[src/rtl/led_pkg.sv]
// Shared types and helpers for the LED bank arbiter.
// Holds the FSM state encoding, requester indices and the small
// selection functions used by led_arbiter.
package led_pkg;

    localparam int unsigned NUM_REQ = 3;
    localparam int unsigned LED_W   = 8;
    localparam int unsigned IDX_W   = 2;

    localparam logic [IDX_W-1:0] REQ_BOOT = 2'd0;
    localparam logic [IDX_W-1:0] REQ_CPU  = 2'd1;
    localparam logic [IDX_W-1:0] REQ_ACT  = 2'd2;

    typedef enum logic [1:0] {
        LED_IDLE = 2'd0,
        LED_HOLD = 2'd1,
        LED_OPEN = 2'd2,
        LED_GAP  = 2'd3
    } led_state_t;

    // Highest-priority pending requester; caller guarantees r != 0.
    function automatic logic [IDX_W-1:0] prio_idx(input logic [NUM_REQ-1:0] r);
        logic [IDX_W-1:0] idx;
        if (r[REQ_BOOT])     idx = REQ_BOOT;
        else if (r[REQ_CPU]) idx = REQ_CPU;
        else                 idx = REQ_ACT;
        return idx;
    endfunction

    function automatic logic [NUM_REQ-1:0] idx_to_oh(input logic [IDX_W-1:0] idx);
        return NUM_REQ'(1) << idx;
    endfunction

    // First pending requester cyclically after owner (owner itself last).
    // The request vector is doubled so a window starting at owner+1 can be
    // priority-picked, then the window offset is added back modulo 3.
    function automatic logic [IDX_W-1:0] rot_idx(input logic [IDX_W-1:0] owner,
                                                 input logic [NUM_REQ-1:0] r);
        logic [2*NUM_REQ-1:0] dbl;
        logic [2:0]           base;
        logic [NUM_REQ-1:0]   win;
        logic [IDX_W-1:0]     k;
        logic [2:0]           sum;
        dbl  = {r, r};
        base = {1'b0, owner} + 3'd1;
        win  = dbl[base +: NUM_REQ];
        k    = prio_idx(win);
        sum  = base + {1'b0, k};
        return (sum >= 3'd3) ? IDX_W'(sum - 3'd3) : sum[IDX_W-1:0];
    endfunction

    function automatic logic [LED_W-1:0] sel_pat(input logic [IDX_W-1:0] idx,
                                                 input logic [LED_W-1:0] p0,
                                                 input logic [LED_W-1:0] p1,
                                                 input logic [LED_W-1:0] p2);
        logic [LED_W-1:0] p;
        case (idx)
            REQ_CPU: p = p1;
            REQ_ACT: p = p2;
            default: p = p0;
        endcase
        return p;
    endfunction

endpackage

[src/rtl/led_tick_gen.sv]
// Hold-tick prescaler for the LED arbiter.
// Ports:
//   clock, reset : system clock, async active-high reset
//   restart      : synchronous restart of the count at a grant edge
//   tick         : registered one-cycle pulse, TICK_DIV clocks after restart
//   tick_c       : combinational "tick happens at this edge" strobe
module led_tick_gen #(
    parameter int unsigned TICK_DIV = 500_000
) (
    input  logic clock,
    input  logic reset,
    input  logic restart,
    output logic tick,
    output logic tick_c
);

    localparam int unsigned CNT_W = $clog2(TICK_DIV);
    localparam logic [CNT_W-1:0] CNT_LAST = CNT_W'(TICK_DIV - 1);

    logic [CNT_W-1:0] cnt;

    assign tick_c = (cnt == CNT_LAST);

    // Restart wins over wrap so a grant edge always starts a fresh period.
    always_ff @(posedge clock or posedge reset) begin
        if (reset) begin
            cnt  <= '0;
            tick <= 1'b0;
        end else if (restart) begin
            cnt  <= '0;
            tick <= 1'b0;
        end else if (tick_c) begin
            cnt  <= '0;
            tick <= 1'b1;
        end else begin
            cnt  <= cnt + CNT_W'(1);
            tick <= 1'b0;
        end
    end

endmodule

[src/rtl/led_arbiter.sv]
// Shares the 8-LED bank between boot animation (0), CPU register (1) and
// bus-activity indicator (2) with fixed priority, a minimum hold time,
// fair rotation of overstaying owners and a one-cycle handover gap.
// Ports:
//   clock, reset           : system clock, async active-high reset
//   req[2:0]               : per-requester request
//   pattern0/1/2[7:0]      : per-requester LED pattern
//   grant[2:0]             : registered one-hot owner, zero when idle/gap
//   leds[7:0]              : registered LED drive
//   tick                   : registered hold-tick pulse (debug)
module led_arbiter
    import led_pkg::*;
#(
    parameter int unsigned TICK_DIV = 500_000,
    parameter int unsigned MIN_HOLD = 2,
    parameter int unsigned MAX_HOLD = 40
) (
    input  logic               clock,
    input  logic               reset,
    input  logic [NUM_REQ-1:0] req,
    input  logic [LED_W-1:0]   pattern0,
    input  logic [LED_W-1:0]   pattern1,
    input  logic [LED_W-1:0]   pattern2,
    output logic [NUM_REQ-1:0] grant,
    output logic [LED_W-1:0]   leds,
    output logic               tick
);

    // Tenure must also reach MIN_HOLD when rotation is disabled.
    localparam int unsigned TEN_MAX = (MAX_HOLD > MIN_HOLD) ? MAX_HOLD : MIN_HOLD;
    localparam int unsigned TEN_W   = $clog2(TEN_MAX + 1);
    localparam logic [TEN_W-1:0] TEN_SAT  = TEN_W'(TEN_MAX);
    localparam logic [TEN_W-1:0] MIN_LAST = TEN_W'(MIN_HOLD - 1);
    localparam logic [TEN_W-1:0] MAX_L    = TEN_W'(MAX_HOLD);
    localparam bit               ROT_EN   = (MAX_HOLD != 0);

    led_state_t         state, state_nxt;
    logic [IDX_W-1:0]   owner_q, owner_nxt;
    logic               rotate_q, rotate_nxt;
    logic [TEN_W-1:0]   tenure_q;
    logic [NUM_REQ-1:0] grant_nxt;
    logic [LED_W-1:0]   leds_nxt;
    logic               restart_c;
    logic               tick_c;

    logic [NUM_REQ-1:0] own_oh;
    logic [LED_W-1:0]   own_pat;
    logic               owner_req;
    logic               higher_req;
    logic               other_req;
    logic               ten_full;
    logic [IDX_W-1:0]   pick;
    logic [LED_W-1:0]   pick_pat;

    led_tick_gen #(.TICK_DIV(TICK_DIV)) u_tick (
        .clock   (clock),
        .reset   (reset),
        .restart (restart_c),
        .tick    (tick),
        .tick_c  (tick_c)
    );

    // Owner-relative views of the request vector.
    assign own_oh     = idx_to_oh(owner_q);
    assign own_pat    = sel_pat(owner_q, pattern0, pattern1, pattern2);
    assign owner_req  = |(req & own_oh);
    assign higher_req = |(req & (own_oh - NUM_REQ'(1)));
    assign other_req  = |(req & ~own_oh);
    assign ten_full   = (tenure_q == MAX_L);

    // Next owner: cyclic successor after a rotation, otherwise priority.
    assign pick     = (state == LED_GAP && rotate_q) ? rot_idx(owner_q, req) : prio_idx(req);
    assign pick_pat = sel_pat(pick, pattern0, pattern1, pattern2);

    // Next-state and output decode.
    always_comb begin
        state_nxt  = state;
        owner_nxt  = owner_q;
        rotate_nxt = rotate_q;
        grant_nxt  = '0;
        leds_nxt   = leds;
        restart_c  = 1'b0;
        case (state)
            LED_IDLE: begin
                leds_nxt = '0;
                if (|req) begin
                    owner_nxt = pick;
                    grant_nxt = idx_to_oh(pick);
                    leds_nxt  = pick_pat;
                    restart_c = 1'b1;
                    state_nxt = LED_HOLD;
                end
            end
            LED_HOLD: begin
                grant_nxt = own_oh;
                if (owner_req) leds_nxt = own_pat;
                if (tick_c && tenure_q == MIN_LAST) state_nxt = LED_OPEN;
            end
            LED_OPEN: begin
                if (!owner_req || higher_req) begin
                    rotate_nxt = 1'b0;
                    state_nxt  = LED_GAP;
                end else if (ROT_EN && ten_full && other_req) begin
                    rotate_nxt = 1'b1;
                    state_nxt  = LED_GAP;
                end else begin
                    grant_nxt = own_oh;
                    leds_nxt  = own_pat;
                end
            end
            LED_GAP: begin
                if (|req) begin
                    owner_nxt = pick;
                    grant_nxt = idx_to_oh(pick);
                    leds_nxt  = pick_pat;
                    restart_c = 1'b1;
                    state_nxt = LED_HOLD;
                end else begin
                    leds_nxt  = '0;
                    state_nxt = LED_IDLE;
                end
            end
            default: state_nxt = LED_IDLE;
        endcase
    end

    // State, owner and output registers.
    always_ff @(posedge clock or posedge reset) begin
        if (reset) begin
            state    <= LED_IDLE;
            owner_q  <= REQ_BOOT;
            rotate_q <= 1'b0;
            grant    <= '0;
            leds     <= '0;
        end else begin
            state    <= state_nxt;
            owner_q  <= owner_nxt;
            rotate_q <= rotate_nxt;
            grant    <= grant_nxt;
            leds     <= leds_nxt;
        end
    end

    // Tenure in ticks since the grant edge, saturating.
    always_ff @(posedge clock or posedge reset) begin
        if (reset) begin
            tenure_q <= '0;
        end else if (restart_c) begin
            tenure_q <= '0;
        end else if (tick_c && tenure_q != TEN_SAT) begin
            tenure_q <= tenure_q + TEN_W'(1);
        end
    end

endmodule
[config.mk]
export PLATFORM = sky130hd
export DESIGN_NAME = led_arbiter
export DESIGN_NICKNAME = d
export VERILOG_FILES = /design/src/rtl/led_pkg.sv /design/src/rtl/led_tick_gen.sv /design/src/rtl/led_arbiter.sv
export SDC_FILE = /design/constraint.sdc
export NUM_CORES = 1
export LEC_CHECK = 0
export CORE_MARGIN = 3
export CORE_UTILIZATION = 50
export CTS_BUF_LIST = sky130_fd_sc_hd__clkbuf_8
export DETAILED_ROUTE_END_ITERATION = 10
export PLACE_DENSITY = 0.84
export RECOVER_POWER = 100
export SYNTH_ARGS = -nofsm -noshare
export SYNTH_HDL_FRONTEND = slang
export SYNTH_SLANG_ARGS = --single-unit
[constraint.sdc]
create_clock -name clock -period 4.3 [get_ports clock]
set_clock_uncertainty 0.15 [all_clocks]
set_input_delay 1.29 -clock clock [delete_from_list [all_inputs] [get_ports clock]]
set_output_delay 1.29 -clock clock [all_outputs]
set_load 0.005 [all_outputs]
# --- Word level (Yosys, flattened, before mapping) ---
# Index checks and enable logic that the tools add are counted.
op_classes:
  n_eq_ne: 17
  reduce_logical: 18
  magnitude_cmp: 1
  shift: 3
  muxes: 33
  n_addsub: 6
  bitwise_logic: 4
op_table:
  columns: ["operator", "count"]
  rows:
  - ["$mux W19", 2]
  - ["$mux W8", 4]
  - ["$pmux W8 S2", 2]
  - ["$pmux W8 S3", 1]
  - ["$mux W2", 10]
  - ["$add A19 B1 Y19 const B", 1]
  - ["$eq A19 B19 Y1 const B", 1]
  - ["$mux W6", 2]
  - ["$reduce_or A3 Y1", 4]
  - ["$ne A2 B2 Y1 const B", 5]
  - ["$and A3 B3 Y3", 3]
  - ["$mux W3", 3]
  - ["$pmux W3 S3", 1]
  - ["$eq A2 B2 Y1 const B", 4]
  - ["$pmux W2 S4", 1]
  - ["$mux W1", 7]
  - ["$add A6 B1 Y6 const B", 1]
  - ["$eq A2 B1 Y1 const B", 3]
  - ["$eq A6 B1 Y1 const B", 1]
  - ["$eq A6 B6 Y1 const B", 1]
  - ["$ne A6 B6 Y1 const B", 1]
  - ["$reduce_and A3 Y1", 2]
  - ["$shiftx A6 B4 Y2", 1]
  - ["$shl A1 B2 Y3 const A", 2]
  - ["other kinds (14)", 19]
word_totals:
  in_bits: 29
  wordCells: 90
  regBits: 42

# --- Longest topological paths before layout ---
# Gate-level depths: netlist of run 1.
logic_depth:
  word_depth: 12
  ltp_mapped: 20
  mapped_depth_nobuf: 18

# --- Hierarchy ---
# From an unflattened synthesis of run 1, not the netlist that was laid out.
hier_totals:
  cells_unflattened: 307
  area_unflattened_um2: 2829.0
modules_own_cells:
  columns: ["module", "area_each_um2", "instances", "seq_area_each_um2", "cells_per_inst"]
  rows:
  - ["led_arbiter", 1808.0, 1, 550.5, 205]
  - ["led_tick_gen", 1021.0, 1, 500.5, 102]

# --- Worst setup path after synthesis of run 1 ---
# OpenSTA, ideal clock, no wires.
synth_path:
  path_kind: "input-to-reg"
  from: "in req[1]"
  to: "reg leds[1]"
  path_buffers: 2
  setup_slack_ps: -472
  path_stages: 17
  t_arrival_ps: 4497
  cell_sequence: "clkbuf_1 > inv_1 > nor4_1 > a211oi_1 > ha_1 > inv_1 > fa_1 > ha_1 > or4_1 > a21oi_1 > a31oi_1 > ha_1 > clkbuf_1 > nand2_1 > o21ai_0 > o21ai_0 > mux2_2"
synth_between:
  elab_chain_len: 11
synth_lines:
  columns: ["item", "line_no", "source"]
  rows:
  - ["from (decl)", "led_arbiter.sv:20", "input logic [NUM_REQ-1:0] req,"]
  - ["$shiftx A6 B4 Y2", "led_pkg.sv:46", "win = dbl[base +: NUM_REQ];"]
  - ["$mux W2", "led_pkg.sv:25", "else if (r[REQ_CPU]) idx = REQ_CPU;"]
  - ["$mux W2", "led_pkg.sv:24", "if (r[REQ_BOOT]) idx = REQ_BOOT;"]
  - ["$add A3 B2 Y3", "led_pkg.sv:48", "sum = base + {1'b0, k};"]
  - ["$ge A3 B2 Y1 / $sub A2 B2 Y2 (equally long branches)", "led_pkg.sv:49", "return (sum >= 3'd3) ? IDX_W'(sum - 3'd3) : sum[IDX_W-1:0];"]
  - ["$mux W2", "led_pkg.sv:49", null]
  - ["$mux W2", "led_arbiter.sv:72", "assign pick = (state == LED_GAP && rotate_q) ? rot_idx(owner_q, req) : prio_idx(req);"]
  - ["$eq A2 B2 Y1 / $eq A2 B1 Y1 (equally long branches)", "led_pkg.sv:57", "case (idx)"]
  - ["$pmux W8 S2", "led_pkg.sv:57", null]
  - ["$mux W8", "led_arbiter.sv:86, led_arbiter.sv:112", null]
  - ["$pmux W8 S3", "led_arbiter.sv:83", "case (state)"]
  - ["to (signal assigned)", "led_arbiter.sv:140", "leds <= leds_nxt;"]
  - ["to (decl)", "led_arbiter.sv:25", "output logic [LED_W-1:0] leds,"]
# Parallel ways exist; a longest one is shown, timed or not.
# A chain may end at the register's enable or synchronous reset.

# --- Final worst setup path of run 1 ---
layout_path:
  from: "in req[2]"
  to: "reg leds[5]"
# The elaborated chain is that of the path after synthesis.

==> flow_metrics.env, run 1 <==
export IMPL_synth_edf_count=0
export IMPL_p_leak_nw=1.509
export IMPL_hold_violations=0
export IMPL_violations="capacitance limit, slew limit, setup timing"
export IMPL_crit_type="in -> reg"
export IMPL_grt_pass1_vias=2443
export IMPL_endpoint_kind="flop"
export IMPL_drcViolationCount=0
export IMPL_irDropWorstVdd_mv=0.4034
export IMPL_die_y_microns=79.16
export IMPL_grt_max_degree=43
export IMPL_p_per_area_nw_per_um2=612.9
export IMPL_first_pass_iters=4
export IMPL_reg2reg_from="owner_q[1]"
export IMPL_finalSetupViolCount=3
export IMPL_numPortBuffers=40
export IMPL_ys_flop_type="dfrtp_1"
export IMPL_io_pin_count=41
export IMPL_arrival_ns=4.41
export IMPL_area_delta_synth_final_pct=32.16
export IMPL_die_width_microns=79.16
export IMPL_numCtsBuffers=5
export IMPL_rsz0062_at_grt="yes"
export IMPL_cts_tree="yes"
export IMPL_hp_class="reg -> reg"
export IMPL_via_per_inst=5.823
export IMPL_netlist_instances=296
export IMPL_initial_core_util_pct=52.07
export IMPL_required_ns=4.35
export IMPL_clock_path_buffers=2
export IMPL_timing_hold_ws_ns=0.3506
export IMPL_numPlacedInstances=402
export IMPL_synth_top_area_share_pct=39.27
export IMPL_cpPeakStageDelay_ns=0.51
export IMPL_yosys_warnings=0
export IMPL_antenna_found_initial=0
export IMPL_clk_latency_ns=0.31
export IMPL_path_buf_inv=4
export IMPL_whs_endpoint="u_tick.cnt[0]"
export IMPL_finalPower_mw=2.168
export IMPL_regToRegSetupSlack_ns=0.20
export IMPL_layout_drive_gt1_share_pct=18.73
export IMPL_h_tree_depth=2
export IMPL_cpMostUsedCell="buf_6"
export IMPL_post_route_period_util_pct=101.4
export IMPL_ys_seq_area_share_pct=39.27
export IMPL_cp_top_family="adder cells"
export IMPL_ys_seq_elements=42
export IMPL_n_antenna_cell=0
export IMPL_synthesis_nets=343
export IMPL_yosysTopAreaCell="dfrtp_1"
export IMPL_crit_fanout=5
export IMPL_place_area_sq_um=3191
export IMPL_report_final_slew_viol_count=43
export IMPL_startpoint_type="primary input"
export IMPL_stdcell_count=417
export IMPL_worst_slack_ns=-0.05819
export IMPL_reg2reg_to="leds[5]"
export IMPL_wire_per_inst_microns=16.02
export IMPL_holdPathStages=1
export IMPL_synth_area_sq_um=2676
export IMPL_crit_chain="buf_8 > nor3b_4 > a211oi_2 > ha_2 > inv_2 > fa_2 > buf_6 > or4_4 > a21oi_4 > a31oi_4 > ha_4 > buf_6 > a22oi_2 > nand2_2 > o21ai_2 > o21ai_1 > mux2_4"
export IMPL_fmax_mhz=229.5
export IMPL_fin_area_sq_um=3537
export IMPL_period_needed_ns=4.358
export IMPL_drtIter0Drc=151
export IMPL_worstRegToRegCells=17
export IMPL_row_count=26
export IMPL_ys_types=44
export IMPL_maxCapViolations=1
export IMPL_cts_reportedPaths_clkPinSlew_ns=0.09
export IMPL_dr_total_vias=2428
export IMPL_gp_congestion=0.8683
export IMPL_coreArea_sq_um=5140
export IMPL_routed_wl_microns=6679
export IMPL_cts_sinks=42
export IMPL_ant_nets=0
export IMPL_tightest_slew_ns=2.242
export IMPL_synth_avg_cell_area_sq_um=9.042
export IMPL_hold_start="u_tick.cnt[0]"
export IMPL_die_area_sq_um=6266
export IMPL_netlist_top_cells_area="dfrtp_1 (39%), ha_1 (7.9%), nor2_1 (4.8%)"
export IMPL_nets=393
export IMPL_pre_cts_ws_ns=-0.8750
export IMPL_async_flop_share_pct=100.0
export IMPL_gr_usage_all_layers_pct=21.96
export IMPL_hpwlAfterDp_microns=4401
export IMPL_slowest_stage="or4_4"
export IMPL_outcome="finished with violations"
export IMPL_slew_headroom_pct=-49.45
export IMPL_grt_pass1_wl_microns=11040
export IMPL_root_buffer="clkbuf_8"
export IMPL_grt_overflow=0
export IMPL_ctsHoldBuffers=0
==> worst reg2reg max path, delay by kind of cell (launching register included) <==
family | cells | cell delay (ns)
adders and majority gates | 3 | 0.90
AOI/OAI and AO/OA | 6 | 0.81
and+or+nand+nor | 3 | 0.67
DFF | 1 | 0.53
xor gates and xnor gates | 1 | 0.38
buffers and inverters | 3 | 0.30
muxes | 1 | 0.27
==> stage by stage <==
| step | util [%] | TNS (ns) |
|---|---|---|
| after floorplan | - | -1.478 |
| after detailed placement | 62.07 | -7.690 |
| after CTS | 66.75 | -0.04611 |
| after global placement | 62.07 | -6.486 |
| final | 68.82 | -0.1498 |
| after global routing | 68.82 | -0.8021 |
==> power by group <==
| group | switching [mW] | leakage (nW) | internal, mW |
|---|---|---|---|
| Sequential | 0.154 | 0.531 | 0.552 |
| Clock | 0.149 | 0.0493 | 0.112 |
| Combinational | 0.568 | 0.929 | 0.633 |
| Total | 0.870 | 1.51 | 1.30 |
==> cell usage after synthesis, drive strengths merged, types with 4 or more instances <==
| master | number |
|---|---|
| dfrtp | 42 |
| nand4 | 7 |
| a21oi | 8 |
| xnor2 | 10 |
| nor3 | 6 |
| nand2b | 4 |
| o21ai | 21 |
| a22oi | 16 |
| ha | 17 |
| nand3 | 12 |
| clkbuf | 10 |
| inv | 15 |
| xor2 | 12 |
| nor2 | 35 |
| a31oi | 4 |
| nand2 | 27 |
| o211ai | 8 |
| mux2 | 9 |
==> timing repair <==
action,4_1_cts,5_1_grt
pin swaps,11,18
resized for setup,45,27
endpoints found under the setup margin,10,8
buffers inserted,3,4
endpoints found under the hold margin,0,0
==> sequential cells by signal, summed over array words and instances (netlist names) <==
register	cells
grant	3
rotate_q	1
state	2
u_tick.cnt	19
owner_q	2
u_tick.tick	1
tenure_q	6
leds	8
==> cells in the final DEF, fill, tap and decap left out, types with 6 or more instances in the layout <==
| master | count |
|---|---|
| a21oi_1 | 7 |
| a22oi_1 | 11 |
| buf_4 | 8 |
| buf_6 | 6 |
| clkdlybuf4s50_1 | 24 |
| dfrtp_1 | 42 |
| dlygate4sd3_1 | 13 |
| ha_1 | 12 |
| inv_1 | 14 |
| nand2_1 | 26 |
| nand3_1 | 12 |
| nand4_1 | 6 |
| nor2_1 | 34 |
| o211ai_1 | 8 |
| o21ai_0 | 9 |
| o21ai_1 | 10 |
| xnor2_1 | 10 |
| xor2_1 | 12 |
==> worst max path at each step <==
| stage | startpoint | endpoint | slack, ns | cells after the start |
|---|---|---|---|---|
| 5_1_grt | req[2] | leds[5] | -0.19 | 17 |
| 3_5_place_dp | req[1] | leds[3] | -0.87 | 16 |
| 2_1_floorplan | req[1] | leds[1] | -0.19 | 16 |
| 3_3_place_gp | req[1] | leds[2] | -0.76 | 16 |
| 6_report | req[2] | leds[5] | -0.06 | 17 |
| 4_1_cts | req[1] | leds[1] | -0.05 | 18 |
==> cell families (layout without fill, tap and decap cells) <==
logic type,after synthesis,in the layout,share of synthesized area [%]
flops,42,42,39.27
simple gates,109,109,20.10
mux,10,10,4.161
xor+xnor,22,22,7.199
buf+inv,28,79,4.067
compound gates,67,67,16.50
fa+ha+maj,18,18,8.696
==> layout make-up <==
class | instances | area [sq um]
multi-input cells | 226 | 1714
clock inverters | 3 | 17.52
clock buffers | 5 | 68.82
inverters | 15 | 58.81
well taps | 70 | 87.58
repair buffers | 56 | 539.3
fillers | 411 | 1603
flip-flops and latches | 42 | 1051
==> routing by layer <==
metal	routed length (microns)	vias to the layer above	track usage, %
li1	-	1148	-
met1	2853	1176	28.46
met2	3347	91	37.21
met3	390	13	3.175
met4	87	0	8.076
met5	0	-	0
Power figures use the tool's default switching activity.
==> run 2, diff against run 1 <==
--- a/config.mk
+++ b/config.mk
@@ -5,7 +5,6 @@
 export SDC_FILE = /design/constraint.sdc
 export NUM_CORES = 1
 export LEC_CHECK = 0
-export CORE_MARGIN = 3
 export CORE_UTILIZATION = 50
 export CTS_BUF_LIST = sky130_fd_sc_hd__clkbuf_8
 export DETAILED_ROUTE_END_ITERATION = 10
==> flow_metrics.env, run 2 (synthesis results as in run 1) <==
export IMPL_outcome="finished with violations"
export IMPL_violations="setup timing"
export IMPL_hold_violations=0
export IMPL_slew_headroom_pct=49.14
export IMPL_die_width_microns=75.16
export IMPL_crit_type="in -> reg"
export IMPL_endpoint_kind="flop"
export IMPL_wire_per_inst_microns=16.41
export IMPL_drtIter0Drc=182
export IMPL_area_delta_synth_final_pct=29.83
export IMPL_numPortBuffers=40
export IMPL_io_pin_count=41
export IMPL_cts_reportedPaths_clkPinSlew_ns=0.09
export IMPL_die_area_sq_um=5649
export IMPL_fmax_mhz=225.6
export IMPL_cts_sinks=42
export IMPL_reg2reg_from="owner_q[1]"
export IMPL_irDropWorstVdd_mv=0.4558
export IMPL_initial_core_util_pct=52.07
export IMPL_largest_register="u_tick.cnt"
export IMPL_crit_fanout=6
export IMPL_required_ns=4.34
export IMPL_ant_nets=0
export IMPL_numPlacedInstances=403
export IMPL_clk_latency_ns=0.31
export IMPL_cp_startpoint="req[2]"
export IMPL_grt_pass1_vias=2535
export IMPL_gr_usage_all_layers_pct=25.65
export IMPL_via_per_inst=5.964
export IMPL_holdPathStages=1
export IMPL_arrival_ns=4.48
export IMPL_numCtsBuffers=5
export IMPL_worst_slack_ns=-0.1328
export IMPL_cpMostUsedCell="o21ai_0"
export IMPL_reg_top3="u_tick.cnt: 19 flops, leds: 8 flops, tenure_q: 6 flops"
export IMPL_rsz0062_at_grt="yes"
export IMPL_gp_congestion=0.8262
export IMPL_finalSetupViolCount=7
export IMPL_first_pass_iters=5
export IMPL_grt_pass1_wl_microns=11020
export IMPL_clock_path_buffers=2
export IMPL_hpwlAfterDp_microns=4362
export IMPL_endpoint="leds[1]"
export IMPL_grt_max_degree=19
export IMPL_tightest_slew_ns=0.7620
export IMPL_coreArea_sq_um=5140
export IMPL_p_per_area_nw_per_um2=619.5
export IMPL_maxCapViolations=0
export IMPL_cts_tree="yes"
export IMPL_regToRegSetupSlack_ns=0.19
export IMPL_startpoint_type="primary input"
export IMPL_tns_ns=-0.5746
export IMPL_most_common_layout_cells="dfrtp_1 (42), clkdlybuf4s50_1 (36), nor2_1 (34), nand2_1 (27)"
export IMPL_antenna_found_initial=0
export IMPL_cpPeakStageDelay_ns=0.52
export IMPL_final_common_cell="dfrtp_1"
export IMPL_largest_reg_flops=19
export IMPL_period_needed_ns=4.433
export IMPL_report_final_slew_viol_count=0
export IMPL_p_leak_nw=1.470
export IMPL_row_count=26
export IMPL_worstRegToRegCells=17
export IMPL_post_route_period_util_pct=103.1
export IMPL_crit_chain="buf_8 > nor3b_4 > a211oi_2 > ha_2 > inv_2 > fa_1 > buf_4 > or4_4 > a21oi_4 > a31oi_4 > ha_4 > buf_6 > a22oi_2 > nand2_1 > o21ai_0 > o21ai_0 > mux2_2"
export IMPL_h_tree_depth=2
export IMPL_root_buffer="clkbuf_8"
export IMPL_drcViolationCount=0
export IMPL_reg2reg_to="leds[1]"
export IMPL_timing_hold_ws_ns=0.3500
export IMPL_n_antenna_cell=0
export IMPL_stdcell_count=415
export IMPL_layout_drive_gt1_share_pct=17.68
export IMPL_dr_total_vias=2475
export IMPL_routed_wl_microns=6809
export IMPL_die_y_microns=75.16
export IMPL_hp_class="reg -> reg"
export IMPL_grt_overflow=0
export IMPL_slowest_stage="or4_4"
export IMPL_nets=391
==> run 2: changes by cell type in the layout (fill, tap and decap cells not counted), moves of 2 or more <==
cell             before  now
buf_4                 8   12
buf_6                 6    2
clkbuf_1              3    1
clkdlybuf4s50_1      24   36
dlygate4sd3_1        13    1
mux2_2                4    6
mux2_4                4    2
o21ai_0               9   13
o21ai_1              10    5
o32ai_1               0    2
o32ai_2               2    0
==> run 2: cell type report <==
| class | instances | area, sq um |
|---|---|---|
| clock buffers | 5 | 68.82 |
| clock inverters | 3 | 21.27 |
| fillers | 412 | 1665 |
| inverters | 15 | 58.81 |
| multi-input cells | 226 | 1680 |
| flip-flops and latches | 42 | 1051 |
| well taps | 70 | 87.58 |
| repair buffers | 54 | 506.7 |
==> run 2: through the flow <==
step / utilization [%] / setup slack (ns) / power, mW / cell area, sq um
6_report: 67.60 / -0.1328 / 2.153 / 3475
5_1_grt: 67.60 / -0.2605 / 2.295 / 3475
4_1_cts: 66.89 / -0.07312 / 2.051 / 3438
3_5_place_dp: 62.22 / -0.8523 / 1.699 / 3198
3_3_place_gp: 62.22 / -0.7623 / 1.648 / 3198
2_1_floorplan: - / -0.1913 / 1.374 / 2720
==> run 2: worst max-delay path, delay by kind of cell <==
family / cells / cell delay [ns]
adder cells (fa/ha/maj): 3 / 0.94
AO/OA/AOI/OAI: 6 / 0.80
AND/OR/NAND/NOR: 3 / 0.74
buffers and inverters: 4 / 0.44
multiplexers: 1 / 0.27
==> run 2: worst min path at each step <==
| stage | start | to | slack [ns] |
|---|---|---|---|
| after floorplan | u_tick.cnt[0] | u_tick.cnt[0] | 0.30 |
| after global placement | u_tick.cnt[0] | u_tick.cnt[0] | 0.32 |
| after detailed placement | u_tick.cnt[0] | u_tick.cnt[0] | 0.34 |
| after CTS | u_tick.cnt[0] | u_tick.cnt[0] | 0.35 |
| after global routing | u_tick.cnt[0] | u_tick.cnt[0] | 0.36 |
| final | u_tick.cnt[0] | u_tick.cnt[0] | 0.35 |
==> run 2: timing repair <==
item                       in CTS  in global routing
gates resized for setup        43                  9
hold buffers                    0                  0
setup buffers                   4                  0
setup endpoints to repair      10                  8
pin swaps                      11                 10
==> run 2: report_power, final <==
part	total (mW)	internal, mW	switching (mW)	leakage [nW]
logic	1.18	0.606	0.573	0.895
clock network	0.265	0.114	0.151	0.0441
registers	0.709	0.552	0.157	0.531
==> run 2: routing by layer <==
| layer | vias up | GRT usage (%) | share of wire [%] |
|---|---|---|---|
| li1 | 1146 | - | - |
| met1 | 1184 | 30.68 | 41 |
| met2 | 115 | 43.94 | 50 |
| met3 | 30 | 5.489 | 5.9 |
| met4 | 0 | 12.55 | 2.9 |
| met5 | - | 0 | 0 |
